### config.mk
export PLATFORM = sky130hd
export DESIGN_NAME = ikbd_host_uart
export DESIGN_NICKNAME = d
export VERILOG_FILES = /design/src/rtl/ikbd_host_uart.sv
export SDC_FILE = /design/constraint.sdc
export NUM_CORES = 1
export LEC_CHECK = 0
export ABC_AREA = 1
export CORE_MARGIN = 8
export CORE_UTILIZATION = 45
export CTS_BUF_LIST = sky130_fd_sc_hd__clkbuf_8
export DETAILED_ROUTE_END_ITERATION = 7
export MAX_ROUTING_LAYER = met4
export PLACE_DENSITY_LB_ADDON = 0.05
export RECOVER_POWER = 50
export REMOVE_ABC_BUFFERS = 1
export SKIP_CTS_REPAIR_TIMING = 1
export SLEW_MARGIN = 20
export SYNTH_ARGS = -nofsm -noshare
export SYNTH_HDL_FRONTEND = slang
export SYNTH_SLANG_ARGS = --single-unit
### constraint.sdc
create_clock -name CLKx2 -period 2.95 [get_ports CLKx2]
set_clock_uncertainty 0.05 [all_clocks]
set_input_delay 0.4425 -clock CLKx2 [delete_from_list [all_inputs] [get_ports CLKx2]]
set_output_delay 0.4425 -clock CLKx2 [all_outputs]
set_load 0.005 [all_outputs]
### src/rtl/ikbd_host_uart.sv
// Host-side 8N1 UART for the IKBD link: oversampled receiver feeding a small FIFO,
// and an independent transmitter driving the MCU SCI receive pin.
module ikbd_host_uart #(
  parameter int BIT_CLKS   = 256,
  parameter int FIFO_DEPTH = 4
) (
  input  logic       CLKx2,
  input  logic       RST,
  input  logic       RXD,
  output logic       TXD,
  input  logic [7:0] TX_DATA,
  input  logic       TX_VALID,
  output logic       TX_READY,
  output logic [7:0] RX_DATA,
  output logic       RX_VALID,
  input  logic       RX_READY,
  output logic       RX_OVR,
  output logic       RX_FERR,
  input  logic       ERR_CLR
);

  localparam int CW   = $clog2(BIT_CLKS);
  localparam int AW   = $clog2(FIFO_DEPTH);
  localparam int CNTW = AW + 1;
  localparam logic [CW-1:0]   HALF_M1 = CW'(BIT_CLKS / 2 - 1);
  localparam logic [CW-1:0]   FULL_M1 = CW'(BIT_CLKS - 1);
  localparam logic [CNTW-1:0] DEPTH_C = CNTW'(FIFO_DEPTH);

  typedef enum logic [1:0] {S_IDLE, S_START, S_DATA, S_STOP} state_t;

  state_t          rx_state;
  logic            rxd_s1, rxd_s2, rxd_q;
  logic [CW-1:0]   rx_cnt;
  logic [2:0]      rx_bit;
  logic [7:0]      rx_sr;
  logic            rx_push, rx_ferr_set;

  // rxd_q holds the previous synchronized level so only a real 1->0 edge starts a frame
  always_ff @(posedge CLKx2 or negedge RST) begin
    if (!RST) begin
      rxd_s1      <= 1'b1;
      rxd_s2      <= 1'b1;
      rxd_q       <= 1'b1;
      rx_state    <= S_IDLE;
      rx_cnt      <= '0;
      rx_bit      <= '0;
      rx_push     <= 1'b0;
      rx_ferr_set <= 1'b0;
    end else begin
      rxd_s1      <= RXD;
      rxd_s2      <= rxd_s1;
      rxd_q       <= rxd_s2;
      rx_push     <= 1'b0;
      rx_ferr_set <= 1'b0;
      case (rx_state)
        S_IDLE: begin
          if (rxd_q && !rxd_s2) begin
            rx_state <= S_START;
            rx_cnt   <= '0;
          end
        end
        S_START: begin
          if (rx_cnt == HALF_M1) begin
            rx_cnt   <= '0;
            rx_bit   <= '0;
            rx_state <= rxd_s2 ? S_IDLE : S_DATA;
          end else begin
            rx_cnt <= rx_cnt + 1'b1;
          end
        end
        S_DATA: begin
          if (rx_cnt == FULL_M1) begin
            rx_cnt <= '0;
            rx_bit <= rx_bit + 1'b1;
            if (rx_bit == 3'd7) rx_state <= S_STOP;
          end else begin
            rx_cnt <= rx_cnt + 1'b1;
          end
        end
        default: begin
          if (rx_cnt == FULL_M1) begin
            rx_cnt      <= '0;
            rx_state    <= S_IDLE;
            rx_push     <= rxd_s2;
            rx_ferr_set <= !rxd_s2;
          end else begin
            rx_cnt <= rx_cnt + 1'b1;
          end
        end
      endcase
    end
  end

  always_ff @(posedge CLKx2) begin
    if (rx_state == S_DATA && rx_cnt == FULL_M1) rx_sr <= {rxd_s2, rx_sr[7:1]};
  end

  logic [7:0]      mem [FIFO_DEPTH];
  logic [AW-1:0]   wr_ptr, rd_ptr;
  logic [CNTW-1:0] fifo_cnt;
  logic            pop, full, wr_en, ovr_set;

  // A simultaneous pop frees the slot, so a push into a full FIFO still lands
  assign pop     = (fifo_cnt != '0) && RX_READY;
  assign full    = (fifo_cnt == DEPTH_C);
  assign wr_en   = rx_push && (!full || pop);
  assign ovr_set = rx_push && full && !pop;

  always_ff @(posedge CLKx2 or negedge RST) begin
    if (!RST) begin
      wr_ptr   <= '0;
      rd_ptr   <= '0;
      fifo_cnt <= '0;
      RX_OVR   <= 1'b0;
      RX_FERR  <= 1'b0;
    end else begin
      if (wr_en) wr_ptr <= wr_ptr + 1'b1;
      if (pop)   rd_ptr <= rd_ptr + 1'b1;
      case ({wr_en, pop})
        2'b10:   fifo_cnt <= fifo_cnt + 1'b1;
        2'b01:   fifo_cnt <= fifo_cnt - 1'b1;
        default: fifo_cnt <= fifo_cnt;
      endcase
      RX_OVR  <= (RX_OVR  && !ERR_CLR) || ovr_set;
      RX_FERR <= (RX_FERR && !ERR_CLR) || rx_ferr_set;
    end
  end

  always_ff @(posedge CLKx2) begin
    if (wr_en) mem[wr_ptr] <= rx_sr;
  end

  assign RX_VALID = (fifo_cnt != '0);
  assign RX_DATA  = RX_VALID ? mem[rd_ptr] : 8'h00;

  state_t        tx_state;
  logic [CW-1:0] tx_cnt;
  logic [2:0]    tx_bit;
  logic [7:0]    tx_sr;

  assign TX_READY = (tx_state == S_IDLE);

  always_ff @(posedge CLKx2 or negedge RST) begin
    if (!RST) begin
      tx_state <= S_IDLE;
      tx_cnt   <= '0;
      tx_bit   <= '0;
      TXD      <= 1'b1;
    end else begin
      case (tx_state)
        S_IDLE: begin
          if (TX_VALID) begin
            tx_state <= S_START;
            tx_cnt   <= '0;
            TXD      <= 1'b0;
          end
        end
        S_START: begin
          if (tx_cnt == FULL_M1) begin
            tx_cnt   <= '0;
            tx_bit   <= '0;
            tx_state <= S_DATA;
            TXD      <= tx_sr[0];
          end else begin
            tx_cnt <= tx_cnt + 1'b1;
          end
        end
        S_DATA: begin
          if (tx_cnt == FULL_M1) begin
            tx_cnt <= '0;
            if (tx_bit == 3'd7) begin
              tx_state <= S_STOP;
              TXD      <= 1'b1;
            end else begin
              tx_bit <= tx_bit + 1'b1;
              TXD    <= tx_sr[0];
            end
          end else begin
            tx_cnt <= tx_cnt + 1'b1;
          end
        end
        default: begin
          if (tx_cnt == FULL_M1) begin
            tx_cnt   <= '0;
            tx_state <= S_IDLE;
          end else begin
            tx_cnt <= tx_cnt + 1'b1;
          end
        end
      endcase
    end
  end

  // tx_sr[0] always holds the next data bit to put on the line
  always_ff @(posedge CLKx2) begin
    if (tx_state == S_IDLE && TX_VALID)
      tx_sr <= TX_DATA;
    else if (tx_cnt == FULL_M1 && (tx_state == S_START || tx_state == S_DATA))
      tx_sr <= {1'b0, tx_sr[7:1]};
  end

endmodule

Yosys cells after proc, flatten, opt, wreduce, memory -nomap -nowiden
Memory sizes are Yosys's and may differ from the RTL's.
Cells that the tools add are included.

operators by class
  mux-type cells = 42
  add/sub/neg operators = 8
  equality and inequality tests = 21
  reductions and logical operators = 34

operators by type and width
  operator                                       count
  two-way mux 8 bit                              9
  two-way mux 2 bit                              11
  inequality test 2 bit, second input constant   9
  one-hot mux 3 bit (2 select lines)             3
  adder 8 x 1 -> 8 bit, second input constant    2
  == test 8 bit, second input constant           2
  one-hot mux 8 bit (2 select lines)             1
  two-way mux 3 bit                              5
  one-hot mux 2 bit (3 select lines)             2
  logical AND 1 bit                              10
  two-way mux 1 bit                              10
  AND reduction 5 bit                            2
  nonzero test 2 bit                             5
  adder 3 x 1 -> 3 bit, second input constant    3
  == test 3 bit, second input constant           3
  nonzero test 3 bit                             3
  == test 8 x 7 -> 1 bit, second input constant  1
  AND reduction 4 bit                            2
  == test 2 x 1 -> 1 bit, second input constant  3
  == test 2 bit, second input constant           3
  adder 2 x 1 -> 2 bit, second input constant    2
  logical NOT 1 bit                              4
  logical NOT 2 bit                              2
  logical OR 1 bit                               4
  other kinds (4)                                4

word-level totals
  output and inout port bits = 13
  input bits = 14
  word-level logic and storage cells = 125
  memory bits (writable) = 32
  memories kept = 1
  flip-flop bits (word level) = 57

memories
  memory  depth  width  rd ports  clocked after memory_dff  wr ports  RTL line  RTL
  mem     4      8      1         0                         1         98        logic [7:0] mem [FIFO_DEPTH];

Depth between registers and ports, before layout
  depth after elaboration = 6
  depth in mapped cells = 10
  depth with buffers taken out = 10

Worst setup path after synthesis
OpenSTA, ideal clock, no wires.

  path type = register to register
  start point = reg tx_cnt[0]
  end point = reg tx_sr[0] (enable)
  library setup time = 0.384 ns
  data arrival time = 1.457 ns
  stages on the path, launching flop included = 6
  data required time = 2.516 ns
  buffers on the path = 0
  slack = 1.059 ns
  period minus slack after synthesis = 1.891 ns
  cells stage by stage = dfrtp_1 -> ha_1 -> nand2_1 -> nor2_2 -> nand2_2 -> o21ai_0

on the way
  cells in the longest elaborated chain, start to end = 3

RTL lines
  element                              RTL line  RTL
  start, declared                      137       logic [CW-1:0] tx_cnt;
  start signal, assigned               165       tx_cnt <= tx_cnt + 1'b1;
  start signal, assigned               179       tx_cnt <= tx_cnt + 1'b1;
  start signal, assigned               187       tx_cnt <= tx_cnt + 1'b1;
  == test 8 bit                        198       else if (tx_cnt == FULL_M1 && (tx_state == S_START || tx_state == S_DATA))
  logical AND 1 bit                    198
  nonzero test 2 bit (no source line)  n/a
  end signal, assigned                 199       tx_sr <= {1'b0, tx_sr[7:1]};
  end, declared                        139       logic [7:0] tx_sr;

No other way between the ends.
A chain may end at the register's enable or synchronous reset.

Final worst setup path
  start point = reg rd_ptr[0]
  end point = out RX_DATA[7]

on the way
  cells in the longest elaborated chain, start to end = 2

RTL lines
  element                 RTL line  RTL
  start, declared         99        logic [AW-1:0] wr_ptr, rd_ptr;
  start signal, assigned  118       if (pop) rd_ptr <= rd_ptr + 1'b1;
  memory (4 x 8 bit)      n/a
  two-way mux 8 bit       134       assign RX_DATA = RX_VALID ? mem[rd_ptr] : 8'h00;
  end, declared           14        output logic [7:0] RX_DATA,

No other way between the ends.

==> results by group <==
Setup path
  – CP max stage delay: roughly 0.58 ns
  – WP data arrival: slightly above 2 ns
  – WP data required: 2.46 ns
  – Crit path max fanout: 18
  – Crit path buf inv count: 2
  – Largest delay share family, worst path: buffers and inverters
  – Worst Setup End Kind: primary output
  – Critical Path Start Type: register
  – Critical path type: register to primary output
  – Slowest stage cell on the critical path: dfrtp_1
  – Worst path cell trace: inv_2, o21ai_0, a21oi_1, clkdlybuf4s50_1

Timing
  – Max Freq: between 300 and 400 MHz
  – Setup violators final: 0
  – Slew Limit Fails: 42
  – Min Tclk post-route: 2.548 ns
  – RSZ-0062 raised after global routing: false
  – Relative slew slack: -47.23%
  – Setup TNS: 0 ns
  – Least-Margin Pin Slew: 2.208 ns
  – Final hold vios: 0
  – Tcrit/Tclk final: 86.37%

Layout
  – Final core utilization: 52.53%
  – Layout area overhead: 13.06%
  – Nets@finish: 468
  – Diodes inserted: 0
  – Final non-filler cell area: ~4600 um2
  – Most common cell after layout, fill and taps aside: nand2_1
  – Filler instances: between 700 and 800
  – Commonest cells after routing, fill and taps aside: nand2_1 (83), nor2_1 (54), edfxtp_1 (48)
  – Layout cells sized above 1: 9.029%

Detailed routing
  – Post-DRT Antenna Nets: 0
  – Pre-antenna DRT Iters: 4
  – Wire length per cell: 12.50 um
  – Wl on met1: 3.493 mm
  – Iter 0 DRT Violations: between 90 and 100
  – WL met2: 2.943 mm
  – DR vias/cell: around 4.9
  – Max layer used: met4
  – Detailed-routed wire length on met3: 360 um
  – Vias: 2687
  – Drt total wl: 6.887 mm
  – # DRC: 0

GRT
  – Total GRT Usage: between 10% and 20%
  – First-pass GRT wire length: roughly 12 mm
  – Vias in the first global route: 2662
  – Antenna violations before repair: 0
  – Largest net degree at the start of global routing: 42
  – Total grt overflow: 0

Yosys
  – Register area share after synthesis: between 60% and 70%
  – Synth Cell Area: 4071 um2
  – Cell count after synthesis: about 400
  – Main synth FF type: edfxtp_1
  – Number of synthesized flops with an enable pin: 48
  – Synthesized area per cell: 10.08 um2
  – Post-synth cell types: 36
  – Async SR Flop Fraction: 46.07%
  – Synth warnings: 0
  – Seq cells post-synth: 89

Power and ir drop
  – Part of the power in registers: between 40% and 50%
  – P_int: 2.339 mW
  – Pwr/cell area: 783.0 nW/um2
  – Switching power: 1.265 mW
  – Fraction of power spent switching nets: 35.10%
  – Clock Power Share: 21.3%
  – Leak pwr: 2.001 nW
  – Comb power frac: 33.4%
  – Worst IR drop on VDD: 0.3596 mV

Clocking
  – Clk Latency, worst-skew pair: 0.35 ns
  – Worst-path clk slew: 0.09 ns
  – CTS root buf: clkbuf_8
  – TritonCTS clock tree: built
  – CTS Buffer Depth: 2
  – H-tree Lvls: 3
  – Sink Count: 89
  – Num CTS Buffers: 9

Worst hold path
  – Hold crit path type: register to register

Placement
  – Hpwl dp: 5.074 mm
  – Post-DP Area: ~4400 um2
  – GP Congestion: slightly below 0.8
  – I/O Buffers: 26

Floorplanning
  – Die Span Y: 111.1 um
  – IO Count: 27
  – Initial core utilization: between 40% and 50%
  – Placeable Area: 8763 um2
  – Die area: 12350 um2
  – FP Rows: 34
  – Die X: 111.1 um

Status
  – Status: complete, but fails checks
  – Failing checks: capacitance limit, slew limit

Job
  – Maxcap violations: 1
==> stage by stage <==
step | power, mW | instances | hold WS (ns) | worst slack [ns]
after global routing | 3.895 | 551 | 0.3175 | 0.1788
after CTS | 3.669 | 551 | 0.1944 | 0.3952
final | 3.604 | 551 | 0.3147 | 0.4022
after detailed placement | 2.894 | 535 | 0.2975 | 0.6528
after global placement | 2.878 | 535 | 0.2962 | 0.6594
after floorplan | 2.442 | 400 | 0.09691 | 1.059
==> cell families (layout without fill, tap and decap cells) <==
logic type | count (synthesis) | after routing | synth area share (%)
XOR/XNOR | 6 | 6 | 1.291
buffers and inverters | 55 | 94 | 5.285
AO/OA/AOI/OAI | 56 | 56 | 7.314
flip-flops | 89 | 89 | 60.73
AND/OR/NAND/NOR | 182 | 182 | 20.28
adder cells (fa/ha/maj) | 16 | 16 | 5.101
==> registers in the layout, summed over array words and instances, names as in the netlist <==
name and cells:
tx_bit 3, rx_state 2, rx_push 1, mem 32, tx_cnt 8, fifo_cnt 3
rxd_s1 1, tx_sr 8, rxd_s2 1, rx_sr 8, RX_OVR 1, rd_ptr 2
rxd_q 1, rx_ferr_set 1, wr_ptr 2, tx_state 2, rx_cnt 8, RX_FERR 1
TXD 1, rx_bit 3
==> layout make-up <==
class / count / area (um2) / share of cell area [%]
Clock buffer: 9 / 123.9 / 2.691
Clock inverter: 7 / 61.31 / 1.332
Inverter: 51 / 192.7 / 4.186
Multi-Input combinational cell: 260 / 1356 / 29.46
Sequential cell: 89 / 2472 / 53.71
Tap cell: 108 / 135.1 / 2.936
Timing Repair Buffer: 27 / 261.5 / 5.681
==> cell usage after synthesis, drive strengths merged, types with 2 or more instances <==
library cell  number  area [um2]
o21bai             2       15.01
xor2               6       52.55
edfxtp            48        1441
a21oi             15       75.07
dfrtp             37       925.9
o21ai             33       165.1
nand4              5       31.28
clkinv             2       8.750
nand3             21       135.1
buf                3       17.52
ha                15       187.7
nor2              60       250.2
inv               49       183.9
o22ai              4       25.02
nor4               2       12.51
dfstp              4       105.1
nand2             88       352.8
or2                4       27.53
==> path summary, 6_finish.rpt <==
kind,cells after the start,slack [ns],startpoint,to
worst max-delay path,4,0.40,rd_ptr[0]$_DFFE_PN0N_,RX_DATA[7]
worst min-delay path,0,0.31,rxd_s1$_DFF_PN1_,rxd_s2$_DFF_PN1_
worst max register to register,5,0.99,tx_cnt[0]$_DFFE_PN0N_,tx_sr[3]$_DFFE_PP_
worst min register to register,0,0.31,rxd_s1$_DFF_PN1_,rxd_s2$_DFF_PN1_
max in group asynchronous,1,0.90,RST,rx_state[1]$_DFFE_PN0P_
min in group asynchronous,1,0.68,RST,fifo_cnt[0]$_DFFE_PN0P_
==> power by group through the flow <==
stage | clock (mW) | sequential, mW | combinational [mW]
after floorplan | 0 | 1.64 | 0.804
after global placement | 0 | 1.65 | 1.23
after detailed placement | 0 | 1.66 | 1.24
after CTS | 0.795 | 1.63 | 1.24
after global routing | 0.851 | 1.66 | 1.39
final | 0.768 | 1.63 | 1.21
==> metal layers <==
layer	vias to the layer above	track usage, %
met5	-	-
met4	0	4.089
met3	11	3.842
met2	58	18.12
met1	1216	15.59
li1	1402	-
No activity file was read; power rests on OpenSTA's default activity.
